File: src/rtl/pipe_ctrl_pkg.sv
// pipe_ctrl_pkg: shared definitions for the pipeline stall / multi-cycle
// execute sequencer.
//   - stall vector constants (bit0 PC, bit1 IF, bit2 ID, bit3 EX, bit4 MEM, bit5 WB)
//   - sequencer state encodings (2 bits)
//   - divider start levels
package pipe_ctrl_pkg;

    localparam logic [5:0] StallNone = 6'b000000;
    localparam logic [5:0] StallId   = 6'b000111;  // freeze PC, IF, ID
    localparam logic [5:0] StallEx   = 6'b001111;  // freeze PC, IF, ID, EX

    typedef enum logic [1:0] {
        StIdle = 2'd0,
        StMc2  = 2'd1,
        StDiv  = 2'd2
    } state_t;

    localparam logic DivStart = 1'b1;
    localparam logic DivStop  = 1'b0;

endpackage

File: src/rtl/pipe_ctrl.sv
// pipe_ctrl: merges decode/execute stall requests into the per-stage stall
// vector, sequences two-cycle EX ops (madd/msub family) and handshakes with
// the iterative divider, with a watchdog that aborts a divide that never
// completes. A flush aborts any in-flight multi-cycle op.
//
// Ports:
//   clk, rst        clock and synchronous active-high reset
//   stallreq_id_i   decode hazard bubble request
//   ex_mcyc_i       EX holds a two-cycle op
//   ex_div_i        EX holds div/divu
//   div_ready_i     divider result valid (single-cycle pulse)
//   flush_i         kill everything in flight (highest priority)
//   stall_o[5:0]    stall vector, combinational from state and inputs
//   ex_cnt_o[1:0]   cycle index of the two-cycle op
//   div_start_o     level start to divider, held until ready
//   div_annul_o     one-cycle cancel to divider
//   busy_o          sequencer not idle
//   timeout_o       sticky watchdog error flag
//
// Divider handshake: div_start_o is a level held high from the accepting
// IDLE cycle until the cycle div_ready_i pulses; in that ready cycle start
// and stall drop together so EX/MEM captures the result. div_annul_o is a
// one-cycle pulse that ends the request without a result.
module pipe_ctrl
    import pipe_ctrl_pkg::*;
#(
    parameter int DIV_TIMEOUT = 40,
    parameter int CNT_W       = 6
) (
    input  logic       clk,
    input  logic       rst,
    input  logic       stallreq_id_i,
    input  logic       ex_mcyc_i,
    input  logic       ex_div_i,
    input  logic       div_ready_i,
    input  logic       flush_i,
    output logic [5:0] stall_o,
    output logic [1:0] ex_cnt_o,
    output logic       div_start_o,
    output logic       div_annul_o,
    output logic       busy_o,
    output logic       timeout_o
);

    // The watchdog is cleared when IDLE accepts the divide and counts every
    // DIV cycle. The accepting cycle already drives div_start_o, so DIV cycle
    // k has seen k start cycles while the counter holds k-1: the abort fires
    // once DIV_TIMEOUT start cycles have gone by without ready.
    localparam logic [CNT_W-1:0] WdogLast = CNT_W'(DIV_TIMEOUT - 1);
    localparam logic [CNT_W-1:0] WdogMax  = CNT_W'(DIV_TIMEOUT);

    state_t           state;
    state_t           state_next;
    logic [CNT_W-1:0] wdog;
    logic             timeout_q;
    logic             wdog_hit;

    assign wdog_hit = (state == StDiv) && (wdog >= WdogLast);

    // State register, watchdog and sticky timeout flag
    always_ff @(posedge clk) begin
        if (rst) begin
            state     <= StIdle;
            wdog      <= '0;
            timeout_q <= 1'b0;
        end else begin
            state <= state_next;
            if (flush_i || (state == StIdle && ex_div_i)) begin
                wdog <= '0;
            end else if (state == StDiv && !div_ready_i && wdog != WdogMax) begin
                wdog <= wdog + CNT_W'(1);  // saturates, never wraps
            end
            if (!flush_i && state == StDiv && !div_ready_i && wdog_hit) begin
                timeout_q <= 1'b1;
            end
        end
    end

    // Next-state logic
    always_comb begin
        state_next = state;
        if (flush_i) begin
            state_next = StIdle;
        end else begin
            unique case (state)
                StIdle: begin
                    if (ex_div_i) begin
                        state_next = StDiv;   // div wins over a two-cycle op
                    end else if (ex_mcyc_i) begin
                        state_next = StMc2;
                    end
                end
                StMc2:   state_next = StIdle;
                StDiv: begin
                    if (div_ready_i || wdog_hit) begin
                        state_next = StIdle;
                    end
                end
                default: state_next = StIdle;
            endcase
        end
    end

    // Output logic
    always_comb begin
        stall_o     = StallNone;
        ex_cnt_o    = 2'd0;
        div_start_o = DivStop;
        div_annul_o = 1'b0;
        // During reset every output is held low; the divider resets on the
        // same rst, so no annul is sent for a divide cut off by reset.
        if (!rst) begin
            if (flush_i) begin
                div_annul_o = (state == StDiv);
            end else begin
                unique case (state)
                    StIdle: begin
                        if (ex_div_i) begin
                            div_start_o = DivStart;
                            stall_o     = StallEx;
                        end else if (ex_mcyc_i) begin
                            stall_o = StallEx;
                        end else if (stallreq_id_i) begin
                            stall_o = StallId;
                        end
                    end
                    StMc2: begin
                        ex_cnt_o = 2'd1;
                        if (stallreq_id_i) begin
                            stall_o = StallId;
                        end
                    end
                    StDiv: begin
                        if (div_ready_i) begin
                            // Release the pipe in the ready cycle so the
                            // result is captured.
                            stall_o = StallNone;
                        end else if (wdog_hit) begin
                            div_annul_o = 1'b1;
                        end else begin
                            div_start_o = DivStart;
                            stall_o     = StallEx;
                        end
                    end
                    default: ;
                endcase
            end
        end
    end

    assign busy_o    = !rst && (state != StIdle);
    assign timeout_o = timeout_q && !rst;

endmodule

File: config.mk
export PLATFORM = sky130hd
export DESIGN_NAME = pipe_ctrl
export DESIGN_NICKNAME = d
export VERILOG_FILES = /design/src/rtl/pipe_ctrl_pkg.sv /design/src/rtl/pipe_ctrl.sv
export SDC_FILE = /design/constraint.sdc
export NUM_CORES = 1
export LEC_CHECK = 0
export CAP_MARGIN = 15
export CORE_MARGIN = 3
export CORE_UTILIZATION = 39
export CTS_CLUSTER_DIAMETER = 30
export CTS_CLUSTER_SIZE = 24
export DETAILED_ROUTE_END_ITERATION = 10
export HOLD_SLACK_MARGIN = 0.03
export PLACE_DENSITY = 0.76
export SYNTH_ARGS = -nofsm -noshare
export SYNTH_HDL_FRONTEND = slang
export SYNTH_SLANG_ARGS = --single-unit
File: constraint.sdc
create_clock -name clk -period 1.67 [get_ports clk]
set_input_delay 0.334 -clock clk [delete_from_list [all_inputs] [get_ports clk]]
set_output_delay 0.334 -clock clk [all_outputs]
set_load 0.01 [all_outputs]
==> results of run 1 <==
## power groups by stage
stage | combinational [mW] | clock [mW] | sequential, mW
after floorplan | 0.0485 | 0 | 0.224
after global placement | 0.0911 | 0 | 0.224
after detailed placement | 0.0936 | 0 | 0.224
after CTS | 0.101 | 0.185 | 0.219
after global routing | 0.113 | 0.192 | 0.220
final | 0.107 | 0.183 | 0.219
## how the worst min path moves through the flow
| stage | endpoint | start | depth (start not counted) |
|---|---|---|---|
| 6_report | state[0] | flush_i | 3 |
| 2_1_floorplan | wdog[5] | wdog[5] | 2 |
| 3_3_place_gp | wdog[5] | wdog[5] | 3 |
| 3_5_place_dp | wdog[4] | wdog[4] | 3 |
| 5_1_grt | state[0] | flush_i | 3 |
| 4_1_cts | state[0] | flush_i | 3 |
## critical path, cell delays in order, from the launching register on
cell	delay, ns
dfxtp_2	0.34
ha_4	0.16
a211oi_4	0.24
o211ai_1	0.16
buf_4	0.17
nand3_4	0.09
buf_6	0.11
## registers in the layout, summed over array words and instances (netlist names)
name       flops
state          2
wdog           6
timeout_q      1
## logic make-up (layout without fill, tap and decap cells)
logic type,Yosys count,count (layout)
compound gates,15,15
fa+ha+maj,2,2
buf+inv,12,52
flops,9,9
mux,3,3
other cells,1,3
simple gates,30,30
## per-layer routing
metal / up-vias / part of all wire, % / GRT usage [%]
li1: 341 / - / -
met1: 332 / 51 / 30.8
met2: 16 / 44 / 28.9
met3: 6 / 3.0 / 2.39
met4: 0 / 2.1 / 13.5
met5: - / 0 / 0
## cells in the final DEF (no fill, tap or decap), types with 2 or more instances in the layout
| master | count |
|---|---|
| nor2_1 | 3 |
| dlygate4sd2_1 | 5 |
| buf_2 | 2 |
| o21a_1 | 2 |
| nand2_2 | 2 |
| clkbuf_4 | 3 |
| clkdlybuf4s50_1 | 3 |
| mux2i_1 | 3 |
| nand4b_1 | 2 |
| dfxtp_2 | 3 |
| dfxtp_1 | 6 |
| o21ai_0 | 2 |
| buf_6 | 4 |
| inv_1 | 5 |
| nand3_1 | 7 |
| a21oi_1 | 3 |
| conb_1 | 3 |
| buf_4 | 28 |
## what timing repair did
| item | CTS | global route |
|---|---|---|
| pin swaps | 8 | 2 |
| cloned | 0 | 0 |
| buffers inserted | 8 | 2 |
| resized for setup | 47 | 5 |
| endpoints found under the setup margin | 11 | 8 |
| hold buffers | 0 | 0 |
## area by class of cell
cell class / count / area (sq um)
clock buffer: 3 / 22.5
clock inverter: 1 / 5.00
timing repair buffer: 43 / 344
multi-input combinational: 53 / 404
tap: 15 / 18.8
inverter: 5 / 18.8
fill: 109 / 353
sequential: 9 / 184
==> flow_metrics.env, run 1 <==
export IMPL_numCtsBuffers=3
export IMPL_die_area_sq_um=2010
export IMPL_cts_max_level=1
export IMPL_hold_path_class="primary input to register"
export IMPL_area_growth_pct=69.6
export IMPL_num_rows=13
export IMPL_dominantRegCellSynth="dfxtp_1"
export IMPL_drv_cap=0
export IMPL_fin_skew_ns=0.00195
export IMPL_r2r_start="wdog[1]"
export IMPL_cp_required_ns=1.34
export IMPL_grt_pass1_vias=651
export IMPL_cp_max_fo=3
export IMPL_cts_root_buffer="clkbuf_4"
export IMPL_synth_top_family_by_area="simple AND/OR/NAND/NOR gates"
export IMPL_netlist_area_sq_um=588
export IMPL_final_hold_violation_count=0
export IMPL_cts_tree="done"
export IMPL_synth_compound_area_share_pct=16.4
export IMPL_ys_warnings_count=0
export IMPL_r2r_end="timeout_q"
export IMPL_critPathKind="register to output pin"
export IMPL_cts_sinks=9
export IMPL_dp_hpwl_mm=1.19
export IMPL_insertion_delay_ns=0.27
export IMPL_cts_buffer_depth=2
export IMPL_whs_ns=0.603
export IMPL_finalCritPeriodShare_pct=113
export IMPL_fin_cells=129
export IMPL_grt_total_usage_pct=21.1
export IMPL_die_y_um=44.8
export IMPL_setup_viol=6
export IMPL_synth_seq_cells=9
export IMPL_fmax_ghz=0.530
export IMPL_layout_drive_gt1_share_pct=47.4
export IMPL_clk_pin_slew_ns=0.07
export IMPL_first_pass_iters=4
export IMPL_grt_max_degree=10
export IMPL_rrSetupSlack_ns=0.11
export IMPL_synth_cells=72
export IMPL_via_per_inst=5.39
export IMPL_maxSlewViolCount=0
export IMPL_grt_pass1_wl_mm=3.09
export IMPL_grt_antenna_before_repair=0
export IMPL_core_area_sq_um=1350
export IMPL_routed_wl_mm=1.89
export IMPL_synthTopCellsByArea="dfxtp_1 (31%), buf_4 (7.7%), nand3_1 (6.8%)"
export IMPL_p_int_uw=361
export IMPL_p_sw_uw=148
export IMPL_worstSetupEndpointType="output pin"
export IMPL_grt_setup_unrepaired="true"
export IMPL_io_buffers=15
export IMPL_synth_distinct_cells=32
export IMPL_rr_worst_depth=8
export IMPL_globalplace_congestion=0.726
export IMPL_die_w_um=44.8
export IMPL_violations="negative setup slack"
export IMPL_power_density_nw_per_um2=511
export IMPL_status="complete, but fails checks"
export IMPL_synth_edf_count=0
export IMPL_drt_antenna_violating_nets=0
export IMPL_crit_end="stall_o[2]"
export IMPL_initial_core_util_pct=43.6
export IMPL_pre_cts_ws_ns=-0.654
export IMPL_synthArstFlopShare_pct=0
export IMPL_yosysSeqAreaShare_pct=30.6
export IMPL_final_setup_tns_ns=-1.18
export IMPL_setup_ws_ns=-0.217
export IMPL_place_area_sq_um=855
export IMPL_ir_drop_mv=0.313
export IMPL_final_nets=124
export IMPL_crit_arrival_ns=1.55
export IMPL_final_area_sq_um=997
export IMPL_synth_top_cells_by_count="dfxtp_1 (9), nand3_1 (8), buf_4 (6)"
export IMPL_drt_first_iter_violations=30
export IMPL_power_uw=509
export IMPL_overflow=0
export IMPL_power_frac_seq_pct=43.1
export IMPL_cellLeakagePower_nw=0.441
export IMPL_io_pins=19
export IMPL_power_frac_comb_pct=21.0
export IMPL_synth_area_per_cell_sq_um=8.17
export IMPL_place_inst=115
export IMPL_synth_largest_area_cell="dfxtp_1"
export IMPL_synthSimpleGateAreaFrac_pct=31.3
export IMPL_crit_path_start_kind="register"
export IMPL_synthMuxAreaShare_pct=5.11
export IMPL_fin_util_pct=73.9
export IMPL_startpoint="wdog[1]"
export IMPL_synth_most_common_cell="dfxtp_1"
export IMPL_synthAdderAreaFrac_pct=4.26
export IMPL_synthXorXnorAreaFrac_pct=0
export IMPL_drc=0
export IMPL_n_antenna_cell=0
export IMPL_wire_per_inst_um=14.6
export IMPL_sw_frac_of_total_pct=29.0
export IMPL_layout_min_cycle_time_ns=1.89
export IMPL_clkPwrFrac_pct=35.9
export IMPL_yosys_area_top_type_share_pct=30.6
export IMPL_vias=695
(Power assumes the default switching activity.)
==> run 2, diff against run 1 <==
--- a/config.mk
+++ b/config.mk
@@ -6,7 +6,6 @@
 export NUM_CORES = 1
 export LEC_CHECK = 0
 export CAP_MARGIN = 15
-export CORE_MARGIN = 3
 export CORE_UTILIZATION = 39
 export CTS_CLUSTER_DIAMETER = 30
 export CTS_CLUSTER_SIZE = 24
==> flow_metrics.env, run 2 (synthesis results as in run 1) <==
export IMPL_mostFrequentLayoutCells="buf_4 (22), nand3_1 (8), buf_2 (6)"
export IMPL_ir_drop_mv=0.492
export IMPL_cts_sinks=9
export IMPL_fill_cells=104
export IMPL_die_area_sq_um=1670
export IMPL_final_hold_violation_count=0
export IMPL_layout_drive_gt1_share_pct=42.6
export IMPL_fin_util_pct=68.9
export IMPL_cp_max_fo=3
export IMPL_fin_cells=123
export IMPL_status="complete, but fails checks"
export IMPL_wire_per_inst_um=14.1
export IMPL_top_regs="wdog x6, state x2, timeout_q x1"
export IMPL_drt_first_iter_violations=17
export IMPL_setup_viol=6
export IMPL_fmax_ghz=0.525
export IMPL_crit_arrival_ns=1.57
export IMPL_dp_hpwl_mm=1.14
export IMPL_hold_buffers=0
export IMPL_cp_required_ns=1.34
export IMPL_vias=679
export IMPL_power_density_nw_per_um2=518
export IMPL_num_rows=13
export IMPL_largest_register_ffs=6
export IMPL_overflow=0
export IMPL_crit_path_max_incr_delay_ns=0.34
export IMPL_grt_setup_unrepaired="true"
export IMPL_setup_ws_ns=-0.235
export IMPL_cts_max_level=1
export IMPL_cellLeakagePower_nw=0.403
export IMPL_insertion_delay_ns=0.26
export IMPL_grt_pass1_wl_mm=2.71
export IMPL_maxSlewViolCount=0
export IMPL_cts_root_buffer="clkbuf_4"
export IMPL_top_register="wdog"
export IMPL_grt_antenna_before_repair=0
export IMPL_n_antenna_cell=0
export IMPL_die_w_um=40.8
export IMPL_grt_pass1_vias=597
export IMPL_drv_cap=0
export IMPL_io_pins=19
export IMPL_drc=0
export IMPL_finalCritPeriodShare_pct=114
export IMPL_cp_cell_sequence="ha_4, a211oi_4, buf_4, o21ai_4, a21boi_2, buf_2"
export IMPL_violations="negative setup slack"
export IMPL_worst_path_max_delay_cell="dfxtp_2"
export IMPL_hold_path_class="register to register"
export IMPL_io_buffers=15
export IMPL_area_growth_pct=58.1
export IMPL_crit_path_start_kind="register"
export IMPL_die_y_um=40.8
export IMPL_register_area_sq_um=188
export IMPL_layout_min_cycle_time_ns=1.91
export IMPL_pre_cts_ws_ns=-0.748
export IMPL_cts_tree="done"
export IMPL_core_area_sq_um=1350
export IMPL_routed_wl_mm=1.73
export IMPL_initial_core_util_pct=43.6
export IMPL_multi_input_area_sq_um=404
export IMPL_drt_antenna_violating_nets=0
export IMPL_grt_total_usage_pct=26.0
export IMPL_globalplace_congestion=0.834
export IMPL_clk_pin_slew_ns=0.06
export IMPL_final_nets=118
export IMPL_place_inst=115
export IMPL_worstSetupEndpointType="output pin"
export IMPL_critPathKind="register to output pin"
export IMPL_via_per_inst=5.52
export IMPL_numCtsBuffers=3
export IMPL_cts_buffer_depth=2
export IMPL_fin_skew_ns=0.00509
export IMPL_mostFrequentLayoutCell="buf_4"
export IMPL_grt_max_degree=10
export IMPL_first_pass_iters=4
-- run 2: layer usage --
metal  wire, um  vias to the layer above  global-route usage [%]  share of wire [%]
met1        746                      314                    31.5                 43
li1           -                      324                       -                  -
met4         27                        0                    9.17                1.6
met5          0                        -                       0                  0
met2        838                       33                    41.8                 48
met3        118                        8                    9.24                6.8
-- run 2: per-stage QoR --
stage	TNS [ns]	area, sq um	total power [mW]	hold slack [ns]
after global routing	-1.47	930	0.514	0.620
after CTS	-0.748	915	0.486	0.602
after global placement	-5.20	855	0.316	0.588
after detailed placement	-5.77	855	0.318	0.590
final	-0.990	930	0.482	0.602
after floorplan	0	601	0.272	0.461
-- run 2: path summary, 6_finish.rpt --
kind | start | endpoint | slack [ns] | cells past startpoint
max | wdog[0] | div_start_o | -0.24 | 6
min | wdog[5] | wdog[5] | 0.60 | 3
max reg2reg | state[1] | wdog[5] | 0.17 | 3
min reg2reg | wdog[5] | wdog[5] | 0.60 | 3
-- run 2: cell type report --
cell class	instances	share of cell area [%]
timing repair buffer	37	29.5
multi-input combinational	53	43.5
tap	15	2.02
sequential	9	20.2
inverter	5	2.02
clock buffer	4	2.83
-- run 2: critical path: cells and delay by family (launching register included) --
kind	cells	cell delay (ns)
AO/OA/AOI/OAI	3	0.48
flip-flops	1	0.34
buffers and inverters	2	0.32
adder cells (fa/ha/maj)	1	0.17
-- run 2: report_power, final --
group	internal [mW]	total, mW	leakage [nW]	switching, mW
logic	0.0445	0.0901	0.313	0.0457
clock network	0.0923	0.172	0.0150	0.0802
registers	0.216	0.219	0.0749	0.00352
total	0.352	0.482	0.403	0.129
-- run 2: repair_timing --
| item | CTS | global route |
|---|---|---|
| pin swaps | 8 | 3 |
| endpoints found under the setup margin | 11 | 7 |
| resized for setup | 45 | 4 |
| buffers inserted | 5 | 1 |
